`src/rtl/fifo_rd_pkg.sv`:
```
`default_nettype none
// ===========================================================================
// fifo_rd_pkg : shared state encoding and default widths for fifo_burst_reader
// Rev 1.0
// ===========================================================================
package fifo_rd_pkg;

   localparam int FIFO_WIDTH_DEF = 32;
   localparam int LEN_W_DEF      = 8;

   typedef enum logic [1:0] {
      ST_IDLE = 2'd0,
      ST_READ = 2'd1,
      ST_DONE = 2'd2
   } state_t;

endpackage
`default_nettype wire

```
`src/rtl/fifo_burst_reader_stream_buf2.sv`:
```
`default_nettype none
// ===========================================================================
// stream_buf2 : two-entry output buffer between the FIFO read port and stream
// Rev 1.0
// ===========================================================================
module stream_buf2 #(
   parameter int WIDTH = 32
) (
   input  logic             clk_i,
   input  logic             rst_n_i,
   input  logic             capture_i,
   input  logic [WIDTH-1:0] data_i,
   input  logic             pop_i,
   output logic [1:0]       occ_o,
   output logic [WIDTH-1:0] head_o
);

   logic [WIDTH-1:0] ent0_q;
   logic [WIDTH-1:0] ent1_q;
   logic             wr_ptr_q;
   logic             rd_ptr_q;
   logic [1:0]       occ_q;
   logic [1:0]       occ_d;
   logic             w_pop;

   assign w_pop = pop_i & (occ_q != 2'd0);

   always_comb begin
      occ_d = occ_q;
      case ({capture_i, w_pop})
         2'b10:   occ_d = occ_q + 2'd1;
         2'b01:   occ_d = occ_q - 2'd1;
         default: occ_d = occ_q;
      endcase
   end

   always_ff @(posedge clk_i) begin
      if (!rst_n_i) begin
         ent0_q   <= '0;
         ent1_q   <= '0;
         wr_ptr_q <= 1'b0;
         rd_ptr_q <= 1'b0;
         occ_q    <= 2'd0;
      end else begin
         if (capture_i) begin
            if (wr_ptr_q) begin
               ent1_q <= data_i;
            end else begin
               ent0_q <= data_i;
            end
            wr_ptr_q <= ~wr_ptr_q;
         end
         if (w_pop) begin
            rd_ptr_q <= ~rd_ptr_q;
         end
         occ_q <= occ_d;
      end
   end

   assign occ_o  = occ_q;
   assign head_o = rd_ptr_q ? ent1_q : ent0_q;

endmodule
`default_nettype wire

```
`src/rtl/fifo_burst_reader.sv`:
```
`default_nettype none
// ===========================================================================
// fifo_burst_reader : pops N words from a registered-read FIFO onto a stream
// Rev 1.0
// ===========================================================================
module fifo_burst_reader
   import fifo_rd_pkg::*;
#(
   parameter int FIFO_WIDTH = FIFO_WIDTH_DEF,
   parameter int LEN_W      = LEN_W_DEF
) (
   input  logic                  clk_i,
   input  logic                  rst_n_i,
   input  logic                  cmd_valid_i,
   output logic                  cmd_ready_o,
   input  logic [LEN_W-1:0]      cmd_len_i,
   input  logic                  fifo_empty_i,
   input  logic [FIFO_WIDTH-1:0] fifo_data_i,
   output logic                  fifo_cs_o,
   output logic                  fifo_rd_en_o,
   output logic                  m_valid_o,
   input  logic                  m_ready_i,
   output logic [FIFO_WIDTH-1:0] m_data_o,
   output logic                  m_last_o,
   output logic                  busy_o,
   output logic                  done_o
);

   state_t           state_q;
   state_t           state_d;
   logic [LEN_W-1:0] issued_q;
   logic [LEN_W-1:0] issued_d;
   logic [LEN_W-1:0] delivered_q;
   logic [LEN_W-1:0] delivered_d;
   logic [LEN_W-1:0] len_q;
   logic [LEN_W-1:0] len_d;
   logic             inflight_q;

   logic [1:0]       w_occ;
   logic             w_pop_out;
   logic             w_rd_en;
   logic             w_last_idx;
   logic [2:0]       w_credit;

   assign w_pop_out  = m_valid_o & m_ready_i;
   assign w_last_idx = (delivered_q == (len_q - LEN_W'(1)));

   // Words buffered plus in flight after this cycle's output pop; never exceed two.
   assign w_credit = {1'b0, w_occ} + {2'b00, inflight_q} - {2'b00, w_pop_out};

   assign w_rd_en = (state_q == ST_READ) & ~fifo_empty_i &
                    (issued_q < len_q) & (w_credit < 3'd2);

   always_comb begin
      state_d     = state_q;
      issued_d    = issued_q;
      delivered_d = delivered_q;
      len_d       = len_q;
      case (state_q)
         ST_IDLE: begin
            if (cmd_valid_i) begin
               len_d       = cmd_len_i;
               issued_d    = '0;
               delivered_d = '0;
               state_d     = (cmd_len_i == '0) ? ST_DONE : ST_READ;
            end
         end
         ST_READ: begin
            if (w_rd_en) begin
               issued_d = issued_q + LEN_W'(1);
            end
            if (w_pop_out) begin
               delivered_d = delivered_q + LEN_W'(1);
               if (w_last_idx) begin
                  state_d = ST_DONE;
               end
            end
         end
         ST_DONE: begin
            state_d = ST_IDLE;
         end
         default: begin
            state_d = ST_IDLE;
         end
      endcase
   end

   always_ff @(posedge clk_i) begin
      if (!rst_n_i) begin
         state_q     <= ST_IDLE;
         issued_q    <= '0;
         delivered_q <= '0;
         len_q       <= '0;
         inflight_q  <= 1'b0;
      end else begin
         state_q     <= state_d;
         issued_q    <= issued_d;
         delivered_q <= delivered_d;
         len_q       <= len_d;
         inflight_q  <= w_rd_en;
      end
   end

   stream_buf2 #(
      .WIDTH (FIFO_WIDTH)
   ) u_buf (
      .clk_i     (clk_i),
      .rst_n_i   (rst_n_i),
      .capture_i (inflight_q),
      .data_i    (fifo_data_i),
      .pop_i     (w_pop_out),
      .occ_o     (w_occ),
      .head_o    (m_data_o)
   );

   assign m_valid_o    = (w_occ != 2'd0);
   assign m_last_o     = m_valid_o & w_last_idx;
   assign fifo_rd_en_o = w_rd_en;
   assign fifo_cs_o    = w_rd_en;
   assign cmd_ready_o  = (state_q == ST_IDLE);
   assign busy_o       = (state_q != ST_IDLE);
   assign done_o       = (state_q == ST_DONE);

endmodule
`default_nettype wire

```
`config.mk`:
```
export PLATFORM = sky130hd
export DESIGN_NAME = fifo_burst_reader
export DESIGN_NICKNAME = d
export VERILOG_FILES = /design/src/rtl/fifo_rd_pkg.sv /design/src/rtl/fifo_burst_reader_stream_buf2.sv /design/src/rtl/fifo_burst_reader.sv
export SDC_FILE = /design/constraint.sdc
export NUM_CORES = 1
export LEC_CHECK = 0
export BUFFER_PORTS_ARGS = -buffer_cell sky130_fd_sc_hd__buf_2
export CORE_MARGIN = 2
export CORE_UTILIZATION = 50
export DETAILED_ROUTE_END_ITERATION = 12
export PLACE_DENSITY = 0.73
export SETUP_SLACK_MARGIN = 0.05
export SLEW_MARGIN = 5
export SYNTH_ARGS = -nofsm -noshare
export SYNTH_HDL_FRONTEND = slang
export SYNTH_SLANG_ARGS = --single-unit
```
`constraint.sdc`:
```
create_clock -name clk_i -period 3.3 [get_ports clk_i]
set_clock_uncertainty 0.2 [all_clocks]
set_input_delay 0.66 -clock clk_i [delete_from_list [all_inputs] [get_ports clk_i]]
set_output_delay 0.66 -clock clk_i [all_outputs]
set_load 0.01 [all_outputs]
```
# == After elaboration in Yosys (flattened, before gate mapping) ==
# Cells that the tools add are included.
# totals
regBits,95
inputBits,45
# classes
add_sub_neg,7
order_cmp,2
n_eq_ne,9
mux,12
bitwise,9
n_reduce_logical,12
# op_table
operator,n
$mux 32,1
$pmux 8 s2,2
$mux 8,3
$add 8x1->8 const B,2
$reduce_and 3->1,3
$eq 8x8->1,1
$logic_not 8->1,1
$lt 8x8->1,1
$mux 2,4
$pmux 2 s2,2
$reduce_bool 2->1,4
$sub 8x1->8 const B,1
$and 1x1->1,6
$ne 2x2->1 const B,3
$reduce_and 2->1,3
$eq 2x1->1 const B,2
$eq 2x2->1 const B,2
$add 2x1->3,1
$lt 3x2->1 const B,1
$not 1->1,3
$sub 3x1->3,1
$add 2x1->2 const B,1
$logic_not 2->1,1
$ne 2x1->1 const B,1
$sub 2x1->2 const B,1

# == Depth between registers and ports, before layout ==
# Gate-level depths: netlist of the first run.
# logic_depth
depth_word,7
mapped_depth,11

# == Hierarchy ==
# A second synthesis of the first run with hierarchy kept.
# hier_totals
hier_cells,537
hier_area_um2,4606.9
# by_module_without_submodules
module,instances,cells_each,area_each_um2,seq_area_each_um2
stream_buf2,1,335,2956.6,1361.3
fifo_burst_reader,1,202,1650.3,540.5

# == Least setup slack after synthesis of the first run ==
# Ideal clock, no wire load.
# synth_path
path_type,input to output
from,input port m_ready_i
to,output port fifo_rd_en_o
arrival_ps,2664
slack_ps,-224
cell_stages,9
n_path_buf,1
path_cell_list,o21ai_0 > inv_1 > ha_1 > nand2b_1 > fa_1 > nor4bb_1 > nand3_1 > nor2_1 > buf_4
# synth_via
elab_chain_len,4
# synth_lines
element,line,rtl
from (decl),fifo_burst_reader.sv:22,"input logic m_ready_i,"
$and 1x1->1,fifo_burst_reader.sv:45,assign w_pop_out = m_valid_o & m_ready_i;
$sub 3x1->3,fifo_burst_reader.sv:49,"assign w_credit = {1'b0, w_occ} + {2'b00, inflight_q} - {2'b00, w_pop_out};"
$lt 3x2->1,fifo_burst_reader.sv:52,(issued_q < len_q) & (w_credit < 3'd2);
$and 1x1->1,fifo_burst_reader.sv:52,
to (decl),fifo_burst_reader.sv:20,"output logic fifo_rd_en_o,"
# Every way passes these cells.

# == Worst setup path in the final report of the first run ==
# layout_path
from,"register u_buf.occ_q[1], in the netlist u_buf.occ_o[1]"
to,output port fifo_rd_en_o
# layout_via
elab_chain_len,5
# layout_lines
element,line,rtl
from (decl),fifo_burst_reader_stream_buf2.sv:22,logic [1:0] occ_q;
from (signal assigned),fifo_burst_reader_stream_buf2.sv:43,occ_q <= 2'd0;
from (signal assigned),fifo_burst_reader_stream_buf2.sv:56,occ_q <= occ_d;
"parallel branches: the longest is 2 deep, another holds $add 2x1->3",-,
$sub 3x1->3 *,fifo_burst_reader.sv:49,
$lt 3x2->1 *,fifo_burst_reader.sv:52,
$and 1x1->1 *,fifo_burst_reader.sv:52,
# Mark *: on every way between the ends.

==> metrics.log, run 1 <==
[metrics] run status: completed
[metrics] number of flops mapped to enable cells by yosys: 0
[metrics] synthesis-stage register bit count: 95
[metrics] cell-internal power: approximately 1.7 mW
[metrics] IR Drop Worst-Case VDD: ~0.21 mV
[metrics] core area: roughly 9200 um^2
[metrics] proportion of synthesized flip-flops having asynchronous set or reset: 0%
[metrics] maximum level of the CTS H-tree: 3
[metrics] count of max-cap constraint violations: 0
[metrics] average routed wire per standard cell: approximately 15 um
[metrics] library cell occupying the most area in the post-synthesis netlist: sky130_fd_sc_hd__dfxtp_1
[metrics] cells along the critical path: o21ai_4 > inv_2 > ha_4 > nand2b_4 > fa_1 > nor4bb_4 > nand3_2 > nor2_2 > buf_2
[metrics] count of mapped cells out of synthesis: 551
[metrics] Boundary Pins: 84
[metrics] minimum setup slack in the final design: around 89 ps
[metrics] CTS Root Buffer Type: sky130_fd_sc_hd__clkbuf_8
[metrics] pin slew with the least headroom to its limit: 513 ps
[metrics] nature of the critical path startpoint: register
[metrics] total of buffers placed on input and output ports: 83
[metrics] TritonCTS clock tree: built
[metrics] post-CTS clock slew at the launch and capture registers of the worst setup and hold paths: ~100 ps
[metrics] drt drc: 0
[metrics] die boundary height: 101 um
[metrics] via count: 4,073
[metrics] Hold Violations, Final: 0
[metrics] largest delay contributor family on the critical path: adder cells
[metrics] Die Span X: around 100 um
[metrics] Design Area, Final: around 5500 um^2
[metrics] total half-perimeter wirelength after legalization and detailed placement: between 7000 and 8000 um
[metrics] worst-path maximum fanout: 3
[metrics] Die Footprint: 10,100 um^2
[metrics] startpoint-to-endpoint class of the critical path: register to primary output
[metrics] setup TNS after final layout: 0 ps
[metrics] Nets: 687
[metrics] part of the total power dissipated in combinational logic: 14.6%
[metrics] post-synthesis area per instance: about 8.5 um^2
[metrics] leading cell types by total area after synthesis: sky130_fd_sc_hd__dfxtp_1 41%, sky130_fd_sc_hd__nand2_1 13%, sky130_fd_sc_hd__a21boi_0 12%
[metrics] Skew-Pair Late Insertion Delay: between 300 and 400 ps
[metrics] number of placement rows: 35
[metrics] RD Place Congestion: roughly 0.92
[metrics] top flip-flop cell by instance count after synthesis: sky130_fd_sc_hd__dfxtp_1
[metrics] post-DR vias/cell: between 5 and 6
[metrics] Seq pwr share: 51.0%
[metrics] fraction of the cycle the final worst path needs: a little over nine tenths
[metrics] most common library cell in the layout ignoring fill and taps: sky130_fd_sc_hd__nand2_1
[metrics] first-pass GRT wire length: roughly 18,000 um
[metrics] final setup vio count: 0
[metrics] arrival time of the worst setup path: 2350 ps
[metrics] post-synthesis to final-layout area growth: 17.7%
[metrics] # diodes: 0
[metrics] flop-to-flop setup slack: 190 ps
[metrics] portion of the post-synthesis area used by sequential elements: about two fifths
[metrics] commonest non-fill, non-tap cells in the layout: 158 x sky130_fd_sc_hd__nand2_1, 92 x sky130_fd_sc_hd__dfxtp_1, 83 x sky130_fd_sc_hd__buf_2
[metrics] 1st-pass router iterations: 4
[metrics] sink of the worst hold path: u_buf.ent1_q[11]
[metrics] switch share: roughly 28%
[metrics] yosys warns: 0
[metrics] violation count after the first detailed-routing iteration: 142
[metrics] Fmax achieved: ~0.31 GHz
[metrics] CP max stage cell: sky130_fd_sc_hd__fa_1
[metrics] Cell Pwr Density: ~430 nW/um^2
[metrics] Final Max Tran Viols: 0
[metrics] number of unique standard cell types used by synthesis: 47
[metrics] start point of the worst hold path: u_buf.ent1_q[11]
[metrics] final routed wirelength across all metal layers: roughly 11,000 um
[metrics] endpoint class of the critical path: primary output
[metrics] Worst Path Required: around 2400 ps
[metrics] via count of the first global-routing pass: roughly 4.0k
[metrics] reg-to-reg endpoint: issued_q[5]
[metrics] Mapped Area: 4660 um^2
[metrics] minimum clock period after layout: roughly 3200 ps
[metrics] number of stages on the worst hold path: 2
[metrics] leakage power: ~2.2 nW
[metrics] launch point of the worst reg-to-reg path: u_buf.occ_o[1]
[metrics] setup repair after global routing missed its margin: true
[metrics] starting utilization of the core area: around half
[metrics] Reg2Reg Depth: 12
[metrics] Overall Global Routing Usage: roughly 22%
[metrics] number of buffers and inverters on the critical path: 2
[metrics] number of antenna-violating nets in the routed design: 0
[metrics] pin count of the biggest net entering global routing: 59
[metrics] Post-Syn Nets: 609
[metrics] gr ovfl total: 0
[metrics] Placed Instance Area: 5140 um^2
[metrics] buffer levels on the longest clock path: 2
[metrics] post-placement setup slack: -99.1 ps
[metrics] number of clock buffers inserted by TritonCTS: 9
[metrics] layout cells sized above 1: around 27%
[metrics] total clock sinks: 95
[metrics] Critical path origin: u_buf.occ_o[1]
[metrics] Clock power frac: between 30% and 40%
[metrics] portion of synthesized cell area occupied by the leading cell type: between 40% and 50%
[metrics] net switching power: about 0.65 mW
[metrics] Hold/Removal Path Class: register to register
[metrics] Rel. slew slack: roughly two thirds
[metrics] number of antenna violations at the first check in global routing: 0
[metrics] delay of the slowest cell on the worst path: 500 ps
[metrics] fillcell total: 818
## worst register-to-register path: cells and delay by family (launching register included)
family                     cells  cell delay [ps]
AOI/OAI and AO/OA              2              300
adders and majority gates      2              700
buffers and inverters          3              340
DFF                            1              360
and+or+nand+nor                5             1120
## worst max-delay path by stage
stage / to / slack (ps) / cells after the start
finish: fifo_rd_en_o / 90 / 9
global route: fifo_rd_en_o / -40 / 9
CTS: fifo_rd_en_o / -30 / 9
detailed placement: issued_q[5] / -100 / 11
global placement: issued_q[7] / 30 / 11
floorplan: fifo_rd_en_o / 70 / 9
## repair_timing
| action | in CTS | in global routing |
|---|---|---|
| hold buffers | 0 | 0 |
| gates resized for setup | 6 | 10 |
| gates cloned | 0 | 0 |
| setup buffers | 9 | 0 |
| pin swaps | 4 | 4 |
| endpoints found under the setup margin | 2 | 8 |
## per-stage QoR
step           total power, mW  cells  util [%]  hold slack [ps]
2_1_floorplan             1.44    551         -              240
3_3_place_gp              1.52    720      56.2              246
3_5_place_dp              1.54    720      56.2              257
4_1_cts                   2.36    745      59.4              270
5_1_grt                   2.44    745      59.9              286
6_report                  2.35    745      59.9              267
## registers in the layout (all words and copies together), names as in the netlist
signal / cells
u_buf.ent0_q: 32
u_buf.ent1_q: 32
delivered_q: 8
issued_q: 8
len_q: 8
state_q: 2
u_buf.occ_o: 2
inflight_q: 1
u_buf.rd_ptr_q: 1
u_buf.wr_ptr_q: 1
## layer usage
metal | part of all wire [%] | GRT usage [%] | up-vias
met5 | 0 | 0 | -
met4 | 1.3 | 6.85 | 0
met3 | 5.9 | 5.20 | 14
met2 | 50 | 39.3 | 102
met1 | 43 | 26.3 | 1932
li1 | - | - | 2025
## power groups by stage
stage / combinational, mW / sequential [mW] / clock [mW]
2_1_floorplan: 0.219 / 1.22 / 0
3_3_place_gp: 0.300 / 1.22 / 0
3_5_place_dp: 0.311 / 1.23 / 0
4_1_cts: 0.335 / 1.20 / 0.827
5_1_grt: 0.377 / 1.20 / 0.862
6_report: 0.344 / 1.20 / 0.809
## logic make-up (layout without fill, tap and decap cells)
family | after synthesis | count (layout) | synth area share, %
flops | 95 | 95 | 40.8
simple gates | 228 | 228 | 21.3
fa+ha+maj | 13 | 13 | 3.65
xor+xnor | 19 | 19 | 3.57
mux | 34 | 34 | 8.19
compound gates | 115 | 115 | 18.2
buf+inv | 47 | 130 | 4.27
## Yosys cell counts (3+ instances only)
cell type                  number
sky130_fd_sc_hd__nand2_1      158
sky130_fd_sc_hd__dfxtp_1       95
sky130_fd_sc_hd__inv_1         12
sky130_fd_sc_hd__o211ai_1       4
sky130_fd_sc_hd__or4_1          4
sky130_fd_sc_hd__nor3_1         4
sky130_fd_sc_hd__nor2b_1        3
sky130_fd_sc_hd__o21ai_0        6
sky130_fd_sc_hd__ha_1          12
sky130_fd_sc_hd__mux2_2        33
sky130_fd_sc_hd__and2_1         7
sky130_fd_sc_hd__nor2_1        17
sky130_fd_sc_hd__nand2b_1       6
sky130_fd_sc_hd__clkbuf_1      31
sky130_fd_sc_hd__a21oi_1        9
sky130_fd_sc_hd__xnor2_1       10
sky130_fd_sc_hd__nand4_1        6
sky130_fd_sc_hd__a211oi_1       3
sky130_fd_sc_hd__xor2_1         9
sky130_fd_sc_hd__nand3_1       10
sky130_fd_sc_hd__o31ai_1        4
sky130_fd_sc_hd__a21boi_0      74
## area by class of cell
cell class | count | area (um^2) | share of cell area [%]
Clock buffer | 9 | 124 | 2.26
Sequential cell | 95 | 1910 | 34.8
Timing Repair Buffer | 102 | 562 | 10.2
Multi-Input combinational cell | 409 | 2620 | 47.8
Tap cell | 111 | 139 | 2.53
Inverter | 12 | 45.0 | 0.822
Clock inverter | 7 | 83.8 | 1.53
No activity file was read; power rests on OpenSTA's default activity.
==> run 2, diff against run 1 <==
- CELL_PAD_IN_SITES_DETAIL_PLACEMENT: default -> 0
- CELL_PAD_IN_SITES_GLOBAL_PLACEMENT: default -> 2
- CORE_UTILIZATION: 50 -> 30
==> run 2 against run 1 <==
Register-to-register slack got worse by 50 ps. Critical endpoint is now fifo_cs_o. Sequential cell count did not move. Clock-buffer cell count rose by 1. Sequential share of layout area fell by 1.5 points. Core utilization fell by 22 points. Global-route usage fell by 6.6 points. Critical path depth rose by 1. Non-clock buffer count rose by 12. Wire length rose by 14%.
==> metrics.log, run 2 (same netlist as run 1, synthesis figures left out) <==
[metrics] Die Span X: 129 um (+28%)
[metrics] most common library cell in the layout ignoring fill and taps: sky130_fd_sc_hd__nand2_1
[metrics] Hold Violations, Final: 0 (unchanged)
[metrics] launch point of the worst reg-to-reg path: u_buf.occ_o[1]
[metrics] Hold/Removal Path Class: register to register
[metrics] endpoint class of the critical path: primary output
[metrics] minimum clock period after layout: 3220 ps (+11.1 ps)
[metrics] total of buffers placed on input and output ports: 83 (unchanged)
[metrics] number of clock buffers inserted by TritonCTS: 9 (unchanged)
[metrics] starting utilization of the core area: 30.6% (-20 points)
[metrics] Rel. slew slack: 62.3% (-3.4 points)
[metrics] commonest non-fill, non-tap cells in the layout: 158 x sky130_fd_sc_hd__nand2_1, 92 x sky130_fd_sc_hd__dfxtp_1, 83 x sky130_fd_sc_hd__buf_2
[metrics] hold bufs inserted after CTS: 0 (unchanged)
[metrics] Skew-Pair Late Insertion Delay: 340 ps (-20 ps)
[metrics] number of antenna-violating nets in the routed design: 0 (unchanged)
[metrics] core area: 15,200 um^2 (+66%)
[metrics] pin slew with the least headroom to its limit: 564 ps (+51.0 ps)
[metrics] arrival time of the worst setup path: 2360 ps (about the same)
[metrics] average routed wire per standard cell: 14.9 um (+2.5%)
[metrics] leakage power: 2.26 nW (+3.8%)
[metrics] first-pass GRT wire length: 19,900 um (+11%)
[metrics] fillcell total: 1,557 (+90%)
[metrics] Finished Core Util: 37.7% (-22 points)
[metrics] startpoint-to-endpoint class of the critical path: input port to primary output
[metrics] Fmax achieved: 0.310 GHz (-0.35%)
[metrics] violation count after the first detailed-routing iteration: 105 (-26%)
[metrics] Final Max Tran Viols: 0 (unchanged)
[metrics] final setup vio count: 0 (unchanged)
[metrics] post-synthesis to final-layout area growth: 22.9%
[metrics] via count of the first global-routing pass: 4,089 (+2.5%)
[metrics] maximum level of the CTS H-tree: 3 (unchanged)
[metrics] Die Footprint: 16,500 um^2 (+64%)
[metrics] Nets: 699 (+1.7%)
[metrics] post-CTS clock slew at the launch and capture registers of the worst setup and hold paths: 60 ps (-40 ps)
[metrics] Worst Path Required: 2440 ps (about the same)
[metrics] largest registers: u_buf.ent0_q x32, u_buf.ent1_q x32
[metrics] total half-perimeter wirelength after legalization and detailed placement: 8120 um (+8.2%)
[metrics] 1st-pass router iterations: 4 (unchanged)
[metrics] pin count of the biggest net entering global routing: 54 (-8.5%)
[metrics] Overall Global Routing Usage: 15.4% (-6.6 points)
[metrics] Final Total Pwr: 2.49 mW (+5.8%)
[metrics] final routed wirelength across all metal layers: 12,400 um (+14%)
[metrics] Cell Pwr Density: 435 nW/um^2 (+1.3%)
[metrics] run status: completed
[metrics] IR Drop Worst-Case VDD: 0.265 mV (+27%)
[metrics] RD Place Congestion: 0.770 (-16%)
[metrics] fraction of the cycle the final worst path needs: 97.7% (+0.34 points)
[metrics] gr ovfl total: 0 (unchanged)
[metrics] layout cells sized above 1: 28.5% (+1.5 points)
[metrics] TritonCTS clock tree: built
[metrics] number of placement rows: 45 (+29%)
[metrics] count of max-cap constraint violations: 0 (unchanged)
[metrics] CTS Root Buffer Type: sky130_fd_sc_hd__clkbuf_16
[metrics] post-DR vias/cell: 4.84 (-11%)
[metrics] Boundary Pins: 84 (unchanged)
[metrics] start point of the worst hold path: u_buf.ent1_q[11]
[metrics] drt drc: 0 (unchanged)
[metrics] post-placement setup slack: -62.7 ps (+36.3 ps)
[metrics] worst-path maximum fanout: 3 (unchanged)
[metrics] number of antenna violations at the first check in global routing: 0 (unchanged)
[metrics] setup repair after global routing missed its margin: true
[metrics] die boundary height: 129 um (+28%)
[metrics] setup TNS after final layout: 0 ps (unchanged)
[metrics] via count: 4,017 (-1.4%)
[metrics] nature of the critical path startpoint: input port
[metrics] total clock sinks: 95 (unchanged)
[metrics] # diodes: 0 (unchanged)
[metrics] minimum setup slack in the final design: 77.4 ps (-11.1 ps)
[metrics] Critical path origin: m_ready_i
[metrics] buffer levels on the longest clock path: 2 (unchanged)
run 2: cell count changes in the layout (fill, tap and decap cells not counted), moves of 2 or more:
cell                        delta
sky130_fd_sc_hd__buf_4        +12
sky130_fd_sc_hd__clkbuf_16     +9
sky130_fd_sc_hd__clkbuf_8      -9
sky130_fd_sc_hd__inv_6         -3
sky130_fd_sc_hd__or4_1         -2
sky130_fd_sc_hd__or4_4         +2
run 2: final timing paths:
path,end,slack (ps),cells after the start
max reg2reg,u_buf.occ_o[1],140,19
max,fifo_cs_o,80,10
min reg2reg,u_buf.ent1_q[11],260,2
min,u_buf.ent1_q[11],260,2
run 2: report_power, final:
group          switching (mW)  internal [mW]  total (mW)
combinational           0.194          0.187       0.381
sequential             0.0260           1.17        1.20
clock                   0.416          0.493       0.909
run 2: layout make-up:
type	count	area, um^2	share of cell area (%)
tap	188	235	4.11
inverter	12	45.0	0.787
sequential	95	1910	33.3
clock inverter	2	12.5	0.219
clock buffer	10	229	4.00
timing repair buffer	114	652	11.4
multi-input combinational	409	2640	46.2
run 2: worst max-delay path: stages:
cell	delay, ps
sky130_fd_sc_hd__buf_2	120
sky130_fd_sc_hd__o21ai_4	60
sky130_fd_sc_hd__inv_2	70
sky130_fd_sc_hd__ha_4	210
sky130_fd_sc_hd__nand2b_4	140
sky130_fd_sc_hd__fa_1	470
sky130_fd_sc_hd__nor4bb_2	190
sky130_fd_sc_hd__nand3_1	140
sky130_fd_sc_hd__nor2_2	150
sky130_fd_sc_hd__buf_2	150
run 2: timing repair:
action                     CTS  global route
gates resized for setup      7            15
pin swaps                    4            10
setup endpoints to repair    2            10
setup buffers               21             1
run 2: metal layers:
layer / share of wire [%] / vias to the layer above / track usage [%] / routed length, um
met5: 0 / - / 0 / 0
met3: 5.3 / 26 / 4.24 / 656
li1: - / 2046 / - / -
met1: 43 / 1876 / 17.7 / 5360
met2: 48 / 69 / 26.4 / 5980
met4: 3.1 / 0 / 7.99 / 382
run 2: metrics by stage:
step	area, um^2	hold WS (ps)	std cells
final	5730	260	830
after global routing	5730	276	830
after CTS	5660	266	830
after detailed placement	5240	257	797
after global placement	5240	246	797
after floorplan	4660	240	551
==> run 3, diff against run 2 <==
- CORE_ASPECT_RATIO: default -> 0.8
- CORE_UTILIZATION: 30 -> 36
- PLACE_DENSITY: 0.73 -> 0.82
- SYNTH_HIERARCHICAL: default -> 1
- clock period: 3.3 -> 3.76 ns (I/O delays scaled with it)
==> run 3 against run 2 <==
Largest cell class unchanged. Combinational power down 45%. Critical path type is now register to primary output. Synthesized area down 1.1%. Global-route usage grew 2.1 points. Total power shrank 13%. Final cell count is 5.1% lower. Design area shrank 3.0%. The run now ends with negative setup slack left. Register-to-register slack gained 270 ps.
==> metrics.log, run 3 <==
[metrics] number of clock buffers inserted by TritonCTS: 9 (unchanged)
[metrics] buffer levels on the longest clock path: 2 (unchanged)
[metrics] launch point of the worst reg-to-reg path: u_buf/occ_o[1]
[metrics] final routed wirelength across all metal layers: 11,600 um (-6.5%)
[metrics] Overall Global Routing Usage: 17.6% (+2.1 points)
[metrics] number of placed instances, taps included: 768 (-3.6%)
[metrics] endpoint class of the critical path: primary output
[metrics] number of antenna-violating nets in the routed design: 0 (unchanged)
[metrics] minimum setup slack in the final design: -84.8 ps (-162 ps)
[metrics] starting utilization of the core area: 37.3% (+6.7 points)
[metrics] Fmax achieved: about 0.26 GHz
[metrics] total half-perimeter wirelength after legalization and detailed placement: 7750 um (-4.5%)
[metrics] layout cells sized above 1: 26.1% (-2.4 points)
[metrics] top flip-flop cell by instance count after synthesis: sky130_fd_sc_hd__dfxtp_1
[metrics] sink of the worst hold path: u_buf/ent1_q[12]
[metrics] via count of the first global-routing pass: 3,771 (-7.8%)
[metrics] Placed Instance Area: 5180 um^2 (-1.0%)
[metrics] RD Place Congestion: 0.803 (+4.3%)
[metrics] largest registers: u_buf/ent0_q x32, u_buf/ent1_q x32
[metrics] count of max-cap constraint violations: 0 (unchanged)
[metrics] first-pass GRT wire length: 19,000 um (-4.5%)
[metrics] startpoint-to-endpoint class of the critical path: register to primary output
[metrics] portion of the post-synthesis area used by sequential elements: 41.3% (+0.44 points)
[metrics] commonest non-fill, non-tap cells in the layout: 160 x sky130_fd_sc_hd__nand2_1, 94 x sky130_fd_sc_hd__dfxtp_1, 81 x sky130_fd_sc_hd__buf_2
[metrics] IR Drop Worst-Case VDD: 0.230 mV (-13%)
[metrics] cells along the critical path: or2_4 > nand2_4 > inv_4 > ha_4 > nand2b_4 > fa_1 > or3b_4 > a2111oi_4 > inv_2 > a21oi_4 > buf_6
[metrics] Design Area, Final: 5550 um^2 (-3.0%)
[metrics] count of mapped cells out of synthesis: 537 (-2.5%)
[metrics] CTS Root Buffer Type: sky130_fd_sc_hd__clkbuf_16
[metrics] worst hold slack after final layout: 249 ps (-11.6 ps)
[metrics] via count: 3,809 (-5.2%)
[metrics] yosys warns: 6 (+6)
[metrics] post-CTS clock slew at the launch and capture registers of the worst setup and hold paths: 60 ps (about the same)
[metrics] final setup vio count: 2 (+2)
[metrics] proportion of synthesized flip-flops having asynchronous set or reset: 0% (unchanged)
[metrics] pin count of the biggest net entering global routing: 44 (-19%)
[metrics] most common library cell in the layout ignoring fill and taps: sky130_fd_sc_hd__nand2_1
[metrics] TritonCTS clock tree: built
[metrics] Post-Syn Nets: 595 (-2.3%)
[metrics] setup repair after global routing missed its margin: true
[metrics] leakage power: 2.22 nW (-1.6%)
[metrics] Nets: 670 (-4.1%)
[metrics] Rel. slew slack: 41.4% (-21 points)
[metrics] Boundary Pins: 84 (unchanged)
[metrics] number of placement rows: 36 (-20%)
[metrics] run status: complete, but fails checks
[metrics] gr ovfl total: 0 (unchanged)
[metrics] most repeated cell in the gate-level netlist after synthesis: sky130_fd_sc_hd__nand2_1
[metrics] number of flops mapped to enable cells by yosys: 0 (unchanged)
[metrics] Mapped Area: 4610 um^2 (-1.1%)
[metrics] violation count after the first detailed-routing iteration: 180 (+71%)
[metrics] Reg2Reg Depth: 13 (-6)
[metrics] fraction of the cycle the final worst path needs: 102%
[metrics] Finished Core Util: 45.0% (+7.3 points)
[metrics] fillcell total: 1,266 (-19%)
[metrics] number of standard cells in the final layout excluding fillers: 788 (-5.1%)
[metrics] number of antenna violations at the first check in global routing: 1 (+1)
[metrics] average routed wire per standard cell: 14.7 um (-1.6%)
[metrics] reg-to-reg endpoint: issued_q[5]
[metrics] Final Max Tran Viols: 0 (unchanged)
[metrics] Die Footprint: 13,700 um^2 (-17%)
[metrics] post-synthesis to final-layout area growth: 20.5%
[metrics] core area: 12,300 um^2 (-19%)
[metrics] Hold/Removal Path Class: register to register
[metrics] nature of the critical path startpoint: register
[metrics] post-synthesis area per instance: 8.58 um^2 (+1.5%)
[metrics] 1st-pass router iterations: 4 (unchanged)
[metrics] portion of synthesized cell area occupied by the leading cell type: 41.3% (+0.44 points)
[metrics] total of buffers placed on input and output ports: 83 (unchanged)
[metrics] post-DR vias/cell: 4.83 (-0.12%)
[metrics] Skew-Pair Late Insertion Delay: 340 ps (about the same)
[metrics] Final Total Pwr: 2.17 mW (-13%)
[metrics] violated checks: negative setup slack
[metrics] Hold Violations, Final: 0 (unchanged)
[metrics] number of stages on the worst hold path: 2 (unchanged)
[metrics] leading cell types by total area after synthesis: sky130_fd_sc_hd__dfxtp_1 41%, sky130_fd_sc_hd__nand2_1 13%, sky130_fd_sc_hd__a21boi_1 8.1%
[metrics] drt drc: 0 (unchanged)
[metrics] synthesis-stage register bit count: 95 (unchanged)
[metrics] CP max stage cell: sky130_fd_sc_hd__fa_1
[metrics] # diodes: 0 (unchanged)
[metrics] delay of the slowest cell on the worst path: 470 ps (about the same)
[metrics] flop-to-flop setup slack: 410 ps (+270 ps)
[metrics] worst-path maximum fanout: 3 (unchanged)
[metrics] minimum clock period after layout: just under 4000 ps
[metrics] die boundary height: 105 um (-18%)
[metrics] Cell Pwr Density: 391 nW/um^2 (-10%)
[metrics] Die Span X: 130 um (+1.5%)
[metrics] library cell occupying the most area in the post-synthesis netlist: sky130_fd_sc_hd__dfxtp_1
[metrics] start point of the worst hold path: u_buf/ent1_q[12]
[metrics] cell types with the highest counts after synthesis: 161 x sky130_fd_sc_hd__nand2_1, 95 x sky130_fd_sc_hd__dfxtp_1, 50 x sky130_fd_sc_hd__a21boi_1, 32 x sky130_fd_sc_hd__mux2_2, 25 x sky130_fd_sc_hd__a21boi_0
[metrics] number of unique standard cell types used by synthesis: 44 (-6.4%)
[metrics] pin slew with the least headroom to its limit: 877 ps (+313 ps)
[metrics] total clock sinks: 95 (unchanged)
[metrics] Worst Path Required: 2810 ps (+370 ps)
[metrics] maximum level of the CTS H-tree: 3 (unchanged)
[metrics] arrival time of the worst setup path: 2890 ps (+530 ps)
[run 3: final cells by class]
cell class | instances | area (um^2) | share of cell area, %
Timing Repair Buffer | 96 | 526 | 9.46
Multi-Input combinational cell | 396 | 2550 | 46.0
Clock inverter | 5 | 57.6 | 1.04
Tap cell | 171 | 214 | 3.85
Clock buffer | 11 | 243 | 4.37
Sequential cell | 95 | 1900 | 34.3
Inverter | 14 | 55.1 | 0.991
[run 3: what timing repair did]
action	CTS	global route
gates resized for setup	6	2
buffers inserted	3	1
hold buffers	0	0
pin swaps	3	0
endpoints found under the setup margin	2	3
[run 3: logic make-up after synthesis]
kind of cell             synth area share [%]
AO/OA/AOI/OAI                            16.5
XOR/XNOR                                 4.94
adder cells (fa/ha/maj)                  3.69
buffers and inverters                    5.16
flip-flops                               41.3
multiplexers                             7.82
AND/OR/NAND/NOR                          20.6
[run 3: worst max-delay path: cells and delay by family, from the launching register on]
family / cells / cell delay (ps)
AO/OA/AOI/OAI: 2 / 460
adder cells (fa/ha/maj): 2 / 670
flip-flops: 1 / 320
AND/OR/NAND/NOR: 4 / 850
buffers and inverters: 3 / 270
[run 3: stage by stage]
stage / TNS, ps / worst slack (ps)
floorplan: -9.40 / -9.40
global placement: -222 / -116
detailed placement: -288 / -149
CTS: -188 / -96.6
global route: -397 / -199
finish: -164 / -84.8
[run 3: power by group]
part	switching, mW	internal (mW)
combinational	0.115	0.0933
sequential	0.0165	1.02
clock	0.391	0.534
[run 3: worst max path at each step]
stage                              start            to  cells past startpoint
after floorplan                m_ready_i  fifo_rd_en_o                     10
after global placement         m_ready_i     fifo_cs_o                     11
after detailed placement       m_ready_i     fifo_cs_o                     11
after CTS                 u_buf/occ_o[1]     fifo_cs_o                     11
after global routing      u_buf/occ_o[1]     fifo_cs_o                     11
final                     u_buf/occ_o[1]     fifo_cs_o                     11
[run 3: per-layer routing]
metal / vias to the layer above / wire length (um) / GRT usage (%)
met3: 11 / 495 / 4.20
met1: 1789 / 5690 / 24.1
met5: - / 13 / 0
met2: 73 / 5280 / 28.0
li1: 1934 / - / -
met4: 2 / 97 / 3.88
